### config.mk
export PLATFORM = sky130hd
export DESIGN_NAME = byte_striping_flat
export DESIGN_NICKNAME = d
export VERILOG_FILES = /design/src/rtl/byte_striping_pkg.sv /design/src/rtl/byte_striping_if.sv /design/src/rtl/byte_striping_ctr.sv /design/src/rtl/byte_striping.sv /design/src/flat_wrapper.sv
export SDC_FILE = /design/constraint.sdc
export NUM_CORES = 1
export LEC_CHECK = 0
export ABC_AREA = 0
export CAP_MARGIN = 20
export CELL_PAD_IN_SITES_DETAIL_PLACEMENT = 1
export CELL_PAD_IN_SITES_GLOBAL_PLACEMENT = 2
export CORE_ASPECT_RATIO = 0.7
export CORE_MARGIN = 10
export CORE_UTILIZATION = 38
export CTS_BUF_LIST = sky130_fd_sc_hd__clkbuf_4 sky130_fd_sc_hd__clkbuf_8
export CTS_CLUSTER_DIAMETER = 200
export CTS_CLUSTER_SIZE = 8
export DETAILED_ROUTE_END_ITERATION = 10
export PLACE_DENSITY_LB_ADDON = 0.1
export REMOVE_ABC_BUFFERS = 1
export SLEW_MARGIN = 20
export SYNTH_ARGS = -nofsm -noshare
export SYNTH_HDL_FRONTEND = slang
export SYNTH_SLANG_ARGS = --single-unit
export TNS_END_PERCENT = 5
### constraint.sdc
create_clock -name clk250k -period 2.8 [get_ports clk250k]
set_input_delay 0.7 -clock clk250k [delete_from_list [all_inputs] [get_ports clk250k]]
set_output_delay 0.7 -clock clk250k [all_outputs]
set_load 0.03 [all_outputs]
### src/rtl/byte_striping_pkg.sv
// Shared definitions for the 4-lane byte striper and its byte-joining receiver.
// Lane count, default pad byte and the lane index type live here so both ends agree.
package byte_striping_pkg;

  localparam int LANES = 4;
  localparam logic [7:0] PAD_DEFAULT = 8'hBC;

  typedef logic [1:0] lane_idx_t;

endpackage

### src/rtl/byte_striping_if.sv
// Byte-stream in / striped-lanes out bundle for byte_striping.
// The flush signal exists only when BYTE_STRIPING_FLUSH_EN is defined.
interface byte_striping_if
  import byte_striping_pkg::*;
#(
  parameter int WIDTH = 8
);

  logic [WIDTH-1:0] in;
  logic             valid_in;
`ifdef BYTE_STRIPING_FLUSH_EN
  logic             flush;
`endif
  logic [WIDTH-1:0] Lane_0;
  logic [WIDTH-1:0] Lane_1;
  logic [WIDTH-1:0] Lane_2;
  logic [WIDTH-1:0] Lane_3;
  logic             valid_out;
  lane_idx_t        ctr_3;

  modport master (
`ifdef BYTE_STRIPING_FLUSH_EN
    output flush,
`endif
    output in,
    output valid_in,
    input  Lane_0,
    input  Lane_1,
    input  Lane_2,
    input  Lane_3,
    input  valid_out,
    input  ctr_3
  );

  modport slave (
`ifdef BYTE_STRIPING_FLUSH_EN
    input  flush,
`endif
    input  in,
    input  valid_in,
    output Lane_0,
    output Lane_1,
    output Lane_2,
    output Lane_3,
    output valid_out,
    output ctr_3
  );

endinterface

### src/rtl/byte_striping_ctr.sv
// Mod-4 slot counter: points at the slot the next accepted byte fills.
// clr (used by flush) has priority over en.
module byte_striping_ctr
  import byte_striping_pkg::*;
(
  input  logic      clk250k,
  input  logic      reset_L,
  input  logic      en,
  input  logic      clr,
  output lane_idx_t cnt
);

  // NOTE: sequential state uses non-blocking assignments so every register
  // samples pre-edge values, independent of process evaluation order.
  always_ff @(posedge clk250k or negedge reset_L) begin
    if (!reset_L) begin
      cnt <= '0;
    end else if (clr) begin
      cnt <= '0;
    end else if (en) begin
      cnt <= cnt + 2'd1;
    end
  end

endmodule

### src/rtl/byte_striping.sv
// Transmit-side byte striper: round-robins a byte stream onto four lanes and
// presents each completed group at once. Optional flush: BYTE_STRIPING_FLUSH_EN.
module byte_striping
  import byte_striping_pkg::*;
#(
  parameter int               WIDTH = 8,
  parameter logic [WIDTH-1:0] PAD   = WIDTH'(PAD_DEFAULT)
)
(
  input logic           clk250k,
  input logic           reset_L,
  byte_striping_if.slave bus
);

  lane_idx_t        ctr;
  logic [2:0]       fill;
  logic             flush_fire;
  logic             emit;
  logic [WIDTH-1:0] slot_q    [LANES];
  logic [WIDTH-1:0] lane_q    [LANES];
  logic [WIDTH-1:0] lane_next [LANES];
  logic             valid_q;

  byte_striping_ctr u_ctr (
    .clk250k (clk250k),
    .reset_L (reset_L),
    .en      (bus.valid_in),
    .clr     (flush_fire),
    .cnt     (ctr)
  );

  // Bytes the group holds once this edge's input (if any) is counted: 0..4.
  assign fill = {1'b0, ctr} + {2'b00, bus.valid_in};

`ifdef BYTE_STRIPING_FLUSH_EN
  // A full group completes normally; an empty one has nothing to flush.
  assign flush_fire = bus.flush && (fill != 3'd0) && (fill != 3'd4);
`else
  assign flush_fire = 1'b0;
`endif

  assign emit = (fill == 3'd4) || flush_fire;

  // The byte arriving this edge bypasses its slot, so the group is emitted on
  // the very edge that accepts its last byte; unfilled lanes take PAD.
  always_comb begin
    // NOTE: every output gets a default first so no path leaves it unassigned,
    // which would otherwise infer a latch.
    for (int i = 0; i < LANES; i++) begin
      lane_next[i] = PAD;
      if (3'(i) < fill) begin
        lane_next[i] = (bus.valid_in && (ctr == lane_idx_t'(i))) ? bus.in : slot_q[i];
      end
    end
  end

  always_ff @(posedge clk250k or negedge reset_L) begin
    if (!reset_L) begin
      // NOTE: the slot array is small and must read as zero after reset, so it
      // is reset explicitly rather than left as an uninitialised memory.
      for (int i = 0; i < LANES; i++) begin
        slot_q[i] <= '0;
        lane_q[i] <= '0;
      end
      valid_q <= 1'b0;
    end else begin
      if (bus.valid_in) begin
        slot_q[ctr] <= bus.in;
      end
      if (emit) begin
        for (int i = 0; i < LANES; i++) begin
          lane_q[i] <= lane_next[i];
        end
      end
      valid_q <= emit;
    end
  end

  assign bus.Lane_0    = lane_q[0];
  assign bus.Lane_1    = lane_q[1];
  assign bus.Lane_2    = lane_q[2];
  assign bus.Lane_3    = lane_q[3];
  assign bus.valid_out = valid_q;
  assign bus.ctr_3     = ctr;

endmodule
### src/flat_wrapper.sv
// flat-port wrapper written by rule: the top's interface ports become plain ports
module byte_striping_flat import byte_striping_pkg::*;
#(
  parameter int               WIDTH = 8,
  parameter logic [WIDTH-1:0] PAD   = WIDTH'(PAD_DEFAULT)
)
  (clk250k, reset_L, bus_in, bus_valid_in, bus_Lane_0, bus_Lane_1, bus_Lane_2, bus_Lane_3, bus_valid_out, bus_ctr_3);
  byte_striping_if #(.WIDTH(WIDTH)) bus_i ();
  input logic clk250k;
  input logic reset_L;
  input wire logic [$bits(bus_i.in)-1:0] bus_in;
  input wire logic [$bits(bus_i.valid_in)-1:0] bus_valid_in;
  output wire logic [$bits(bus_i.Lane_0)-1:0] bus_Lane_0;
  output wire logic [$bits(bus_i.Lane_1)-1:0] bus_Lane_1;
  output wire logic [$bits(bus_i.Lane_2)-1:0] bus_Lane_2;
  output wire logic [$bits(bus_i.Lane_3)-1:0] bus_Lane_3;
  output wire logic [$bits(bus_i.valid_out)-1:0] bus_valid_out;
  output wire logic [$bits(bus_i.ctr_3)-1:0] bus_ctr_3;
  assign bus_i.in = bus_in;
  assign bus_i.valid_in = bus_valid_in;
  assign bus_Lane_0 = bus_i.Lane_0;
  assign bus_Lane_1 = bus_i.Lane_1;
  assign bus_Lane_2 = bus_i.Lane_2;
  assign bus_Lane_3 = bus_i.Lane_3;
  assign bus_valid_out = bus_i.valid_out;
  assign bus_ctr_3 = bus_i.ctr_3;
  byte_striping #(.WIDTH(WIDTH), .PAD(PAD)) u_core (.clk250k(clk250k), .reset_L(reset_L), .bus(bus_i));
endmodule
Yosys cells after proc, flatten, opt, wreduce, memory -nomap -nowiden
Index checks and enable logic that the tools add are counted.
{ "word_totals": {"register_bits": 67, "input_bits": 11, "output_inout_bits": 35, "word_cells": 40} }
{ "op_classes": {"addsub": 2, "order_cmp": 6, "n_eq_ne": 4, "muxes": 11, "bitwise": 1, "reduce_logical": 6} }
{ "op_table": {"columns": ["operator", "n"], "rows": [
  ["$mux 8", 9],
  ["$bwmux 32", 1],
  ["$demux 8 s2", 1],
  ["$lt 1x3->1 const A", 2],
  ["$lt 2x3->1 const A", 2],
  ["$logic_and 1x1->1", 5],
  ["$eq 2x2->1 const B", 2],
  ["$add 2x1->3", 1],
  ["$eq 3x3->1 const B", 1],
  ["$ge 3x3->1 const B", 1],
  ["$lt 3x1->1 const B", 1],
  ["$not 2->3", 1],
  ["$add 2x1->2 const B", 1],
  ["$eq 2x1->1 const B", 1],
  ["$logic_not 2->1", 1]
]} }

Logic depth before layout (Yosys ltp)
{ "logic_depth": {"depth_word": 6, "mapped_depth": 8, "ltp_nobuf": 7} }

By module
A second synthesis with hierarchy kept.
{ "unflattened": {"cells_unflattened": 155, "area_unflattened_um2": 2511.2} }
{ "by_module_without_submodules": {"columns": ["module", "n_inst", "cells_per_inst", "area_per_inst_um2", "seq_area_each_um2"], "rows": [
  ["byte_striping", 1, 148, 2422.3, 1626.6],
  ["byte_striping_ctr", 1, 7, 88.8, 50.0]
]} }

Worst setup path before layout
Ideal clock, no wire load.
{ "synth_timing": {"path_type": "input -> register", "start": "in bus_valid_in", "end": "reg u_core.lane_q (netlist bit u_core.bus.Lane_3[0])", "setup_time_ns": 0.125, "arrival_ns": 2.156, "t_required_ns": 2.675, "path_slack_ns": 0.519, "path_stages": 7, "n_path_buf": 1, "path_cell_list": "ha_1 -> inv_1 -> ha_1 -> or3b_4 -> clkinv_1 -> buf_4 -> mux2_2"} }
{ "synth_between": {"elab_chain_cells": 3, "elab_cells_between_ends": 6, "classes_between": "add/sub: 1; order compare: 1; eq/ne: 1; mux: 2; reduce/logical: 1"} }
{ "synth_lines": {"columns": ["item", "line_no", "source"], "rows": [
  ["start, declared", "flat_wrapper.sv:12", "input wire logic [$bits(bus_i.valid_in)-1:0] bus_valid_in;"],
  ["$add 2x1->3 / $logic_and 1x1->1 (equally long branches)", "byte_striping.sv:33, byte_striping.sv:52", null],
  ["$lt 2x3->1 / $mux 8 (equally long branches)", "byte_striping.sv:51, byte_striping.sv:52", null],
  ["$mux 8", "byte_striping.sv:51", "if (3'(i) < fill) begin"],
  ["end signal, assigned by index", "byte_striping.sv:72", "lane_q[i] <= lane_next[i];"],
  ["end, declared", "byte_striping.sv:20", "logic [WIDTH-1:0] lane_q [LANES];"]
]} }
Several ways; a longest one is shown, not always the timed one.
A chain may end at the register's enable or synchronous reset.

Worst setup path after layout
{ "layout_timing": {"start": "in bus_valid_in", "end": "reg u_core.lane_q (netlist bit u_core.bus.Lane_3[5])"} }
The elaborated chain is that of the path after synthesis.

==> out/results.txt <==
Status -> finished, final reports clean
Die Area -> 10500 sq um
Hold buffers post-CTS -> 0
Core ar. -> 6400 sq um
Global-route total usage across every layer -> 12.4%
Pre-CTS setup slack -> -0.0477 ns
Post-synthesis cell area -> 2570 sq um
CTS tree -> yes
Chip Width -> 118 um
Die Y -> 88.8 um
Worst path arrival time -> 2.72 ns
Max-cap violations -> 0
1st-iter DRT viols -> 38
Util after Layout -> 53.1%
I/O Buffers -> 45
Filler cell count -> 628
Cell variety after synth -> 18
Starting density of the core -> 40.1%
Max VDD drop -> 545 uV
FP Rows -> 24
Final cell count without fillers -> 317
Vias/cell -> 4.95
DR WL/cell -> 19.4 um
Pwr/cell area -> 1290 nW/um^2
Hold Violations, Final -> 0
H-tree depth -> 3
DP Cell Count -> 301
Net count, final -> 240
HPWL Detailed -> 4380 um
Vias -> 1570
Min Tclk post-route -> 2.50 ns
Final worst slack -> 0.303 ns
Post-synthesis sequential area ratio -> 65.3%
Share of cells above drive strength 1 -> 32.7%
Total setup buffers inserted after CTS -> 0
Antenna viol nets, final -> 0
CP startpoint kind -> input pin
Sink Count -> 67
Num ports -> 46
Gr ovfl total -> 0
CTS root buf -> clkbuf_8
Lkg Pwr -> 1.47 nW
CP Max Fanout -> 16
Initial antenna violation count -> 0
Setup violators final -> 0
Measured slew at the worst slew-check pin -> 0.665 ns
#FFs+latches synth -> 67
Slew HR -> 55.6%
CTS buffer count -> 9
Routed WL -> 6160 um
Skew final -> 0.00660 ns
P&R area growth vs syn -> 32.4%
Post-route cell area -> 3400 sq um
Antenna cell count -> 0
Global-route wire length before repair -> 9910 um
CTS max path bufs -> 2
Worst setup EP type -> register
Area after DPL -> 3200 sq um
Pre-Repair DR Iteration Count -> 4
Worst Hold Class -> input pin to asynchronous set/reset pin
Area contributors post-synth -> dfrtp_1 65%, mux2_2 18%, o22a_1 5.1%
RSZ-0062 raised after global routing -> no
Critical path class -> input pin to register
Worst-path clk slew -> 0.07 ns
Fmax achieved -> 0.401 GHz
CTS-repair resized insts -> 0
Largest area contributor in the netlist -> dfrtp_1
Largest net degree at the start of global routing -> 42
Period utilization -> 89.2%
Routability cong. -> 0.732
Top-area cell type share of the netlist area -> 65.3%
Synth Instances -> 160
Vias in the first global route -> 1798
DRC errors left -> 0
Clock Latency Late Sink -> 0.34 ns
Yosys warnings -> 0
CP required -> 3.03 ns
Syn_area_per_cell -> 16.0 sq um
Slew Limit Fails -> 0
## synth_stat cells (all sizes together)
| library cell | instances |
|---|---|
| or3 | 1 |
| buf | 5 |
| a22o | 9 |
| dfrtp | 67 |
| inv | 3 |
| nor3 | 1 |
| o22a | 15 |
| or3b | 1 |
| mux2 | 40 |
| xor2 | 1 |
| ha | 8 |
| o21ai | 1 |
| nand2 | 5 |
| nor2 | 1 |
| clkinv | 1 |
| nand2b | 1 |
## sequential cells by signal (all words and copies together) (netlist names)
signal	flops
u_core.slot_q	32
u_core.bus.Lane_3	8
u_core.bus.Lane_0	8
u_core.bus.valid_out	1
u_core.bus.Lane_1	8
u_core.bus.Lane_2	8
u_core.u_ctr.cnt	2
## final timing paths
check / slack [ns] / from / endpoint / cells after the start
worst max-delay path: 0.30 / bus_valid_in / u_core.bus.Lane_3[5] / 8
worst min-delay path: 0.38 / reset_L / u_core.bus.Lane_1[0] / 1
worst max register to register: 0.68 / u_core.u_ctr.cnt[0] / u_core.bus.Lane_3[5] / 7
worst min register to register: 0.49 / u_core.slot_q[3] / u_core.slot_q[3] / 1
max in group asynchronous: 1.74 / reset_L / u_core.slot_q[30] / 2
min in group clk250k: 0.49 / u_core.slot_q[3] / u_core.slot_q[3] / 1
## cells in the final DEF (no fill, tap or decap), drive strengths merged
master,n
clkinv,2
nand2b,1
clkbuf,12
ha,8
mux2,40
o21ai,1
xor2,1
or3,1
nor3,1
a22o,9
nand2,5
o22a,15
inv,3
dfrtp,67
buf,11
or3b,1
clkdlybuf4s50,44
bufinv,1
clkinvlp,2
nor2,1
## metrics by stage
step           total power, mW  hold slack [ns]  setup TNS (ns)
2_1_floorplan             2.81            0.404               0
3_3_place_gp              3.55            0.476               0
3_5_place_dp              3.64            0.478          -0.356
4_1_cts                   4.47            0.392               0
5_1_grt                   4.65            0.411               0
6_report                  4.39            0.384               0
## cells by family after synthesis
| group | Yosys count | share of synthesized area, % |
|---|---|---|
| compound gates | 25 | 8.38 |
| xor+xnor | 1 | 0.341 |
| fa+ha+maj | 8 | 3.90 |
| buf+inv | 9 | 1.75 |
| flops | 67 | 65.3 |
| mux | 40 | 17.5 |
| simple gates | 10 | 2.78 |
## layer usage
metal	vias to the layer above	part of all wire, %	track usage [%]	wire length, um
li1	701	-	-	-
met1	826	44	13.8	2720
met2	34	48	20.8	2980
met3	9	5.8	5.28	356
met4	0	1.7	5.70	107
met5	-	0	0	0
## layout make-up
type / count / area (sq um) / share of cell area [%]
sequential: 67 / 1680 / 49.3
clock inverter: 4 / 50.0 / 1.47
clock buffer: 12 / 153 / 4.49
inverter: 4 / 15.0 / 0.442
tap: 91 / 114 / 3.35
timing repair buffer: 55 / 546 / 16.0
multi-input combinational: 84 / 846 / 24.9
## where the power goes
part	leakage [nW]	switching [mW]	total [mW]	internal, mW
Clock	0.0994	0.356	0.810	0.454
Sequential	0.802	0.212	1.66	1.44
Combinational	0.567	1.01	1.93	0.921
Total	1.47	1.58	4.39	2.82
## critical path: stages
cell	delay (ns)
clkdlybuf4s50_1	0.51
ha_1	0.18
inv_1	0.07
ha_1	0.27
or3b_4	0.39
clkinv_1	0.11
buf_12	0.16
mux2_2	0.34
Power figures use the tool's default switching activity.
